[config.mk]
export PLATFORM = sky130hd
export DESIGN_NAME = alu_writeback_flat
export DESIGN_NICKNAME = d
export VERILOG_FILES = /design/src/rtl/alu_writeback.sv /design/src/rtl/alu_writeback_if.sv /design/src/flat_wrapper.sv
export SDC_FILE = /design/constraint.sdc
export NUM_CORES = 1
export LEC_CHECK = 0
export CAP_MARGIN = 20
export CORE_ASPECT_RATIO = 0.8
export CORE_MARGIN = 4
export CORE_UTILIZATION = 38
export DETAILED_ROUTE_END_ITERATION = 16
export HOLD_SLACK_MARGIN = 0.1
export PLACE_DENSITY = 0.77
export SETUP_SLACK_MARGIN = 0.05
export SLEW_MARGIN = 10
export SYNTH_ARGS = -nofsm -noshare
export SYNTH_HDL_FRONTEND = slang
export SYNTH_SLANG_ARGS = --single-unit
[constraint.sdc]
create_clock -name clk -period 1.7 [get_ports clk]
set_input_delay 0.34 -clock clk [delete_from_list [all_inputs] [get_ports clk]]
set_output_delay 0.34 -clock clk [all_outputs]
set_load 0.1 [all_outputs]
[src/rtl/alu_writeback.sv]
// Execute-to-writeback stage: register-file commits, load/store
// transactions on the data port and PC redirects for branches and JALR.
package definitions;
  typedef struct packed {
    logic [5:0] opcode;
    logic [4:0] rd;
    logic [4:0] rs;
  } instruction_s;

  localparam logic [15:0] kADDU  = 16'b000000_??????????;
  localparam logic [15:0] kSUBU  = 16'b000001_??????????;
  localparam logic [15:0] kSLLV  = 16'b000010_??????????;
  localparam logic [15:0] kSRAV  = 16'b000011_??????????;
  localparam logic [15:0] kSRLV  = 16'b000100_??????????;
  localparam logic [15:0] kAND   = 16'b000101_??????????;
  localparam logic [15:0] kOR    = 16'b000110_??????????;
  localparam logic [15:0] kNOR   = 16'b000111_??????????;
  localparam logic [15:0] kSLT   = 16'b001000_??????????;
  localparam logic [15:0] kSLTU  = 16'b001001_??????????;
  localparam logic [15:0] kMOV   = 16'b001010_??????????;
  localparam logic [15:0] kROL   = 16'b001011_??????????;
  localparam logic [15:0] kBAR   = 16'b001100_??????????;
  localparam logic [15:0] kNOP   = 16'b001101_??????????;
  localparam logic [15:0] kBEQZ  = 16'b010000_??????????;
  localparam logic [15:0] kBNEQZ = 16'b010001_??????????;
  localparam logic [15:0] kBGTZ  = 16'b010010_??????????;
  localparam logic [15:0] kBLTZ  = 16'b010011_??????????;
  localparam logic [15:0] kJALR  = 16'b010100_??????????;
  localparam logic [15:0] kLW    = 16'b011000_??????????;
  localparam logic [15:0] kLBU   = 16'b011001_??????????;
  localparam logic [15:0] kSW    = 16'b011010_??????????;
  localparam logic [15:0] kSB    = 16'b011011_??????????;
endpackage

module alu_writeback
  import definitions::*;
(
  input  logic          clk,
  input  logic          reset,
  input  logic          valid_i,
  output logic          ready_o,
  input  instruction_s  op_i,
  input  logic [4:0]    wb_addr_i,
  input  logic [31:0]   result_i,
  input  logic          jump_now_i,
  input  logic [31:0]   br_target_i,
  input  logic [31:0]   st_addr_i,
  output logic          rf_we_o,
  output logic [4:0]    rf_waddr_o,
  output logic [31:0]   rf_wdata_o,
  output logic          redirect_o,
  output logic [31:0]   redirect_pc_o,
  alu_writeback_if.master mem
);

  typedef enum logic [1:0] {
    IDLE, REQ, WAIT_DATA, WB
  } state_e;

  typedef enum logic [2:0] {
    C_ALU, C_LOAD, C_STORE,
    C_BRANCH, C_JALR, C_OTHER
  } cls_e;

  state_e      state, state_d;
  cls_e        cls;
  logic        rf_we_d, redirect_d;
  logic [4:0]  rf_waddr_d, dst_q, dst_d;
  logic [31:0] rf_wdata_d, redirect_pc_d;
  logic        req_q, req_d, we_q, we_d;
  logic        bsel_q, bsel_d;
  logic [31:0] addr_q, addr_d;
  logic [31:0] wdata_q, wdata_d;
  logic [7:0]  lane;

  assign ready_o     = (state == IDLE);
  assign mem.req     = req_q;
  assign mem.we      = we_q;
  assign mem.byte_en = bsel_q;
  assign mem.addr    = addr_q;
  assign mem.wdata   = wdata_q;

  always_comb begin
    cls = C_OTHER;
    unique casez (op_i)
      kADDU, kSUBU, kSLLV, kSRAV,
      kSRLV, kAND, kOR, kNOR,
      kSLT, kSLTU, kROL, kMOV:
        cls = C_ALU;
      kLW, kLBU:       cls = C_LOAD;
      kSW, kSB:        cls = C_STORE;
      kBEQZ, kBNEQZ,
      kBGTZ, kBLTZ:    cls = C_BRANCH;
      kJALR:           cls = C_JALR;
      default:         cls = C_OTHER;
    endcase
  end

  // Byte lane picked by the latched address, lane 0 = bits 7:0
  always_comb begin
    lane = mem.rdata[7:0];
    unique case (addr_q[1:0])
      2'd0: lane = mem.rdata[7:0];
      2'd1: lane = mem.rdata[15:8];
      2'd2: lane = mem.rdata[23:16];
      2'd3: lane = mem.rdata[31:24];
      default: lane = mem.rdata[7:0];
    endcase
  end

  always_comb begin
    state_d       = state;
    rf_we_d       = 1'b0;
    rf_waddr_d    = rf_waddr_o;
    rf_wdata_d    = rf_wdata_o;
    redirect_d    = 1'b0;
    redirect_pc_d = redirect_pc_o;
    req_d         = req_q;
    we_d          = we_q;
    bsel_d        = bsel_q;
    addr_d        = addr_q;
    wdata_d       = wdata_q;
    dst_d         = dst_q;
    unique case (state)
      IDLE: begin
        if (valid_i) begin
          unique case (cls)
            C_ALU: begin
              if (|wb_addr_i) begin
                rf_we_d    = 1'b1;
                rf_waddr_d = wb_addr_i;
                rf_wdata_d = result_i;
              end
            end
            C_BRANCH: begin
              if (jump_now_i) begin
                redirect_d    = 1'b1;
                redirect_pc_d = br_target_i;
              end
            end
            C_JALR: begin
              redirect_d    = 1'b1;
              redirect_pc_d = result_i;
            end
            C_LOAD: begin
              req_d   = 1'b1;
              we_d    = 1'b0;
              bsel_d  = (op_i.opcode == kLBU[15:10]);
              addr_d  = result_i;
              dst_d   = wb_addr_i;
              state_d = REQ;
            end
            C_STORE: begin
              req_d   = 1'b1;
              we_d    = 1'b1;
              bsel_d  = (op_i.opcode == kSB[15:10]);
              addr_d  = st_addr_i;
              wdata_d = result_i;
              state_d = REQ;
            end
            default: ;
          endcase
        end
      end
      REQ: begin
        if (mem.ack) begin
          req_d   = 1'b0;
          state_d = we_q ? IDLE : WAIT_DATA;
        end
      end
      WAIT_DATA: begin
        if (mem.rvalid) begin
          state_d = WB;
          if (|dst_q) begin
            rf_we_d    = 1'b1;
            rf_waddr_d = dst_q;
            rf_wdata_d = bsel_q ? {24'h0, lane}
                                : mem.rdata;
          end
        end
      end
      WB:      state_d = IDLE;
      default: state_d = IDLE;
    endcase
  end

  always_ff @(posedge clk) begin
    if (reset) begin
      state         <= IDLE;
      rf_we_o       <= 1'b0;
      rf_waddr_o    <= 5'd0;
      rf_wdata_o    <= 32'd0;
      redirect_o    <= 1'b0;
      redirect_pc_o <= 32'd0;
      req_q         <= 1'b0;
      we_q          <= 1'b0;
      bsel_q        <= 1'b0;
      addr_q        <= 32'd0;
      wdata_q       <= 32'd0;
      dst_q         <= 5'd0;
    end else begin
      state         <= state_d;
      rf_we_o       <= rf_we_d;
      rf_waddr_o    <= rf_waddr_d;
      rf_wdata_o    <= rf_wdata_d;
      redirect_o    <= redirect_d;
      redirect_pc_o <= redirect_pc_d;
      req_q         <= req_d;
      we_q          <= we_d;
      bsel_q        <= bsel_d;
      addr_q        <= addr_d;
      wdata_q       <= wdata_d;
      dst_q         <= dst_d;
    end
  end

endmodule

[src/rtl/alu_writeback_if.sv]
// Data-memory port between the writeback stage and the memory system.
// The stage drives the request side; the memory answers with ack/rvalid.
interface alu_writeback_if;
  logic        req;
  logic        we;
  logic        byte_en;
  logic [31:0] addr;
  logic [31:0] wdata;
  logic        ack;
  logic        rvalid;
  logic [31:0] rdata;

  modport master (
    output req, we, byte_en, addr, wdata,
    input  ack, rvalid, rdata
  );

  modport slave (
    input  req, we, byte_en, addr, wdata,
    output ack, rvalid, rdata
  );
endinterface

[src/flat_wrapper.sv]
// flat-port wrapper written by rule: the top's interface ports become plain ports
module alu_writeback_flat import definitions::*;
  (clk, reset, valid_i, ready_o, op_i, wb_addr_i, result_i, jump_now_i, br_target_i, st_addr_i, rf_we_o, rf_waddr_o, rf_wdata_o, redirect_o, redirect_pc_o, mem_req, mem_we, mem_byte_en, mem_addr, mem_wdata, mem_ack, mem_rvalid, mem_rdata);
  alu_writeback_if mem_i ();
  input  logic clk;
  input  logic reset;
  input  logic valid_i;
  output logic ready_o;
  input  instruction_s op_i;
  input  logic [4:0] wb_addr_i;
  input  logic [31:0] result_i;
  input  logic jump_now_i;
  input  logic [31:0] br_target_i;
  input  logic [31:0] st_addr_i;
  output logic rf_we_o;
  output logic [4:0] rf_waddr_o;
  output logic [31:0] rf_wdata_o;
  output logic redirect_o;
  output logic [31:0] redirect_pc_o;
  output wire logic [$bits(mem_i.req)-1:0] mem_req;
  output wire logic [$bits(mem_i.we)-1:0] mem_we;
  output wire logic [$bits(mem_i.byte_en)-1:0] mem_byte_en;
  output wire logic [$bits(mem_i.addr)-1:0] mem_addr;
  output wire logic [$bits(mem_i.wdata)-1:0] mem_wdata;
  input wire logic [$bits(mem_i.ack)-1:0] mem_ack;
  input wire logic [$bits(mem_i.rvalid)-1:0] mem_rvalid;
  input wire logic [$bits(mem_i.rdata)-1:0] mem_rdata;
  assign mem_req = mem_i.req;
  assign mem_we = mem_i.we;
  assign mem_byte_en = mem_i.byte_en;
  assign mem_addr = mem_i.addr;
  assign mem_wdata = mem_i.wdata;
  assign mem_i.ack = mem_ack;
  assign mem_i.rvalid = mem_rvalid;
  assign mem_i.rdata = mem_rdata;
  alu_writeback u_core (.clk(clk), .reset(reset), .valid_i(valid_i), .ready_o(ready_o), .op_i(op_i), .wb_addr_i(wb_addr_i), .result_i(result_i), .jump_now_i(jump_now_i), .br_target_i(br_target_i), .st_addr_i(st_addr_i), .rf_we_o(rf_we_o), .rf_waddr_o(rf_waddr_o), .rf_wdata_o(rf_wdata_o), .redirect_o(redirect_o), .redirect_pc_o(redirect_pc_o), .mem(mem_i));
endmodule
==> results.yml <==
run_status:
  status: "finished with violations"
  violations: "negative setup slack"
clock_network:
  clk_latency_ns: 0.42
  clk_path_buf_depth: 2
  path_clk_slew_ns: 0.06
  clkSinkCount: 145
  cts-htree-levels: 4
  cts_tree: "built"
  cts-root-buf: "clkbuf_16"
  numCtsBuffers: 17
grt:
  grt_pass1_vias: 7640
  antenna_found_initial: 2
  grt_pass1_wl_um: 45700
  grt_start_max_net_pins: 56
  grt_overflow: 0
  grt_usage: 0.306
power_and_ir_drop:
  power.share.clock: 0.425
  sequentialPowerShare: 0.363
  power_density_nw_per_um2: 768
  vdd_drop_max_v: 0.000649
  p_sw_uw: 2840
  combPwrFrac: 0.212
  switching_share: 0.288
  internal-power_uw: 7020
  total_leakage_power_uw: 0.00487
setup_path:
  rrSetupSlack_ns: -0.05
  reg2reg_to: "u_core.rf_wdata_o[23]"
  critPathMaxFanout: 6
  r2r_cells: 6
  crit_required_ns: 2.04
  critPathArrivalTime_ns: 2.09
  path_class: "reg -> reg"
  end_kind: "register"
  r2r_start: "u_core.dst_q[1]"
  cp-start-kind: "register"
hold_path:
  min_to: "u_core.dst_q[1]"
  worstHoldStart: "wb_addr_i[1]"
  hold_path_class: "in -> reg"
  hold_path_depth: 3
yosys:
  ys_seq_area_frac: 0.445
  synth.avg_cell_area_um2: 8.38
  yosys.area.top_type: "dfxtp_1"
  yosysWarnings: 0
  synth_edf_count: 0
  yosysTopAreaCellShare: 0.445
  syn_inst: 779
  synthesis.area_um2: 6530
  synth-async-reset-ratio: 0
  synth_flop_cell: "dfxtp_1"
  synth.distinct_cells: 28
  synth_nets: 934
  ys_seq_elements: 145
  synth_area_leaders: "dfxtp_1, a21oi_1, mux2i_1"
sta:
  layout_min_cycle_time_ns: 1.75
  setup_violations: 18
  hold_viol: 0
  finalWorstSetupSlack_ns: -0.0478
  slew_violations: 0
  period_share: 1.03
  finClkSkew_ns: 0.00938
  worst_pin_slew_ns: 0.502
  rsz0062_at_grt: "true"
  clock.fmax_mhz: 572
  relSlewSlack: 0.666
detailed_routing:
  wirelength_um: 32500
  drc_errors: 0
  dr.pass1.iters: 5
  ant_nets: 0
  via_per_inst: 5.88
  wl_per_cell_um: 24.4
  num_vias: 7814
  initialDrtViolationCount: 557
floorplanning:
  initial_utilization: 0.391
  die-area_um2: 19400
  io_pins: 294
  die_w_um: 155
  row_count: 42
  coreArea_um2: 16700
  die_height_um: 125
placement:
  dp_slack_ns: -0.620
  io_buffers: 283
  dpl.hpwl_um: 20500
  post-place-cells: 1260
  place_congestion: 0.910
finish:
  final_common_cell: "buf_12"
  finalNetCount: 1252
  layout_common_cells: "buf_12, dfxtp_1, clkdlybuf4s50_1"
  fillers: 1043
  diodes: 0
  fin_cells: 1330
  utilization: 0.769
  syn2layout_area_growth_pct: 96.8
  drive_gt1_frac: 0.327
flow_run:
  cap_violations: 0
-- sequential cells by signal (all words and copies together), names as in the netlist, named ones only --
signal and count:
u_core.mem.addr 32, u_core.mem.wdata 32, u_core.redirect_pc_o 32, u_core.rf_wdata_o 32, u_core.dst_q 5, u_core.rf_waddr_o 5
u_core.mem.byte_en 1, u_core.mem.req 1, u_core.mem.we 1, u_core.redirect_o 1, u_core.rf_we_o 1, u_core.state 1
-- worst max path at each step --
stage | end | slack, ns | start | depth (start not counted)
floorplan | u_core.mem.addr[16] | -0.14 | register | 7
global placement | u_core.mem.addr[9] | -0.51 | op_i[14] | 6
detailed placement | u_core.mem.addr[11] | -0.62 | op_i[14] | 6
CTS | u_core.rf_wdata_o[16] | 0.04 | u_core.dst_q[0] | 6
global route | u_core.rf_wdata_o[25] | -0.08 | u_core.dst_q[1] | 6
finish | u_core.rf_wdata_o[23] | -0.05 | u_core.dst_q[1] | 6
-- synth_stat cells, types with 4 or more instances --
cell type	instances
a211oi_1	41
a211oi_2	20
a21oi_1	104
a311oi_1	32
buf_2	21
buf_4	4
clkbuf_1	42
dfxtp_1	145
mux2i_1	52
nand2_1	109
nand2b_1	11
nand3_1	35
nor2_1	100
nor2b_1	28
o21ai_0	8
o221ai_1	8
-- metal layers --
| layer | wire length (um) | track usage | up-vias |
|---|---|---|---|
| met3 | 3590 | 0.0946 | 111 |
| met2 | 15200 | 0.494 | 509 |
| li1 | - | - | 3412 |
| met1 | 12200 | 0.374 | 3778 |
| met5 | 32 | 0 | - |
| met4 | 1470 | 0.140 | 4 |
-- what timing repair did --
action                                  CTS  global route
setup buffers                            12             8
hold buffers                              0             0
endpoints found under the hold margin     0             0
cloned                                   12             7
pin swaps                                16            13
resized for setup                        71            51
endpoints found under the setup margin  143            62
-- power by group through the flow --
stage	clock, uW	combinational (uW)	sequential [uW]
2_1_floorplan	0	410	4180
3_3_place_gp	0	1880	3650
3_5_place_dp	0	1910	3650
4_1_cts	4210	2000	3580
5_1_grt	4360	2160	3590
6_report	4190	2090	3580
-- cells by family after synthesis --
family | Yosys count | synth area share
flip-flops | 145 | 0.445
AND/OR/NAND/NOR | 295 | 0.198
multiplexers | 52 | 0.0797
AO/OA/AOI/OAI | 214 | 0.226
buffers and inverters | 73 | 0.0518
-- worst max-delay path, cell delays in order (launching register included) --
cell and delay, ns:
dfxtp_2 0.34, or4_4 0.54, nor2_4 0.18, nor2_4 0.11, buf_6 0.13, and2_4 0.16
a211oi_2 0.20
-- area by class of cell --
class	count	area, um2	area share
timing repair buffer	363	5210	0.406
multi-input combinational	570	3790	0.295
sequential	145	2920	0.227
clock buffer	19	443	0.0345
tap	220	275	0.0214
clock inverter	13	208	0.0162
-- metrics by stage --
stage	hold WS (ns)	power, uW	area, um2	TNS [ns]
after floorplan	0.448	4590	6640	-7.08
after detailed placement	0.483	5560	11300	-71.94
final	0.227	9860	12800	-0.422
after global placement	0.460	5530	11300	-64.59
after global routing	0.238	10100	12800	-1.35
after CTS	0.183	9790	12400	0
Note: power is estimated with default switching activity, not from simulation.
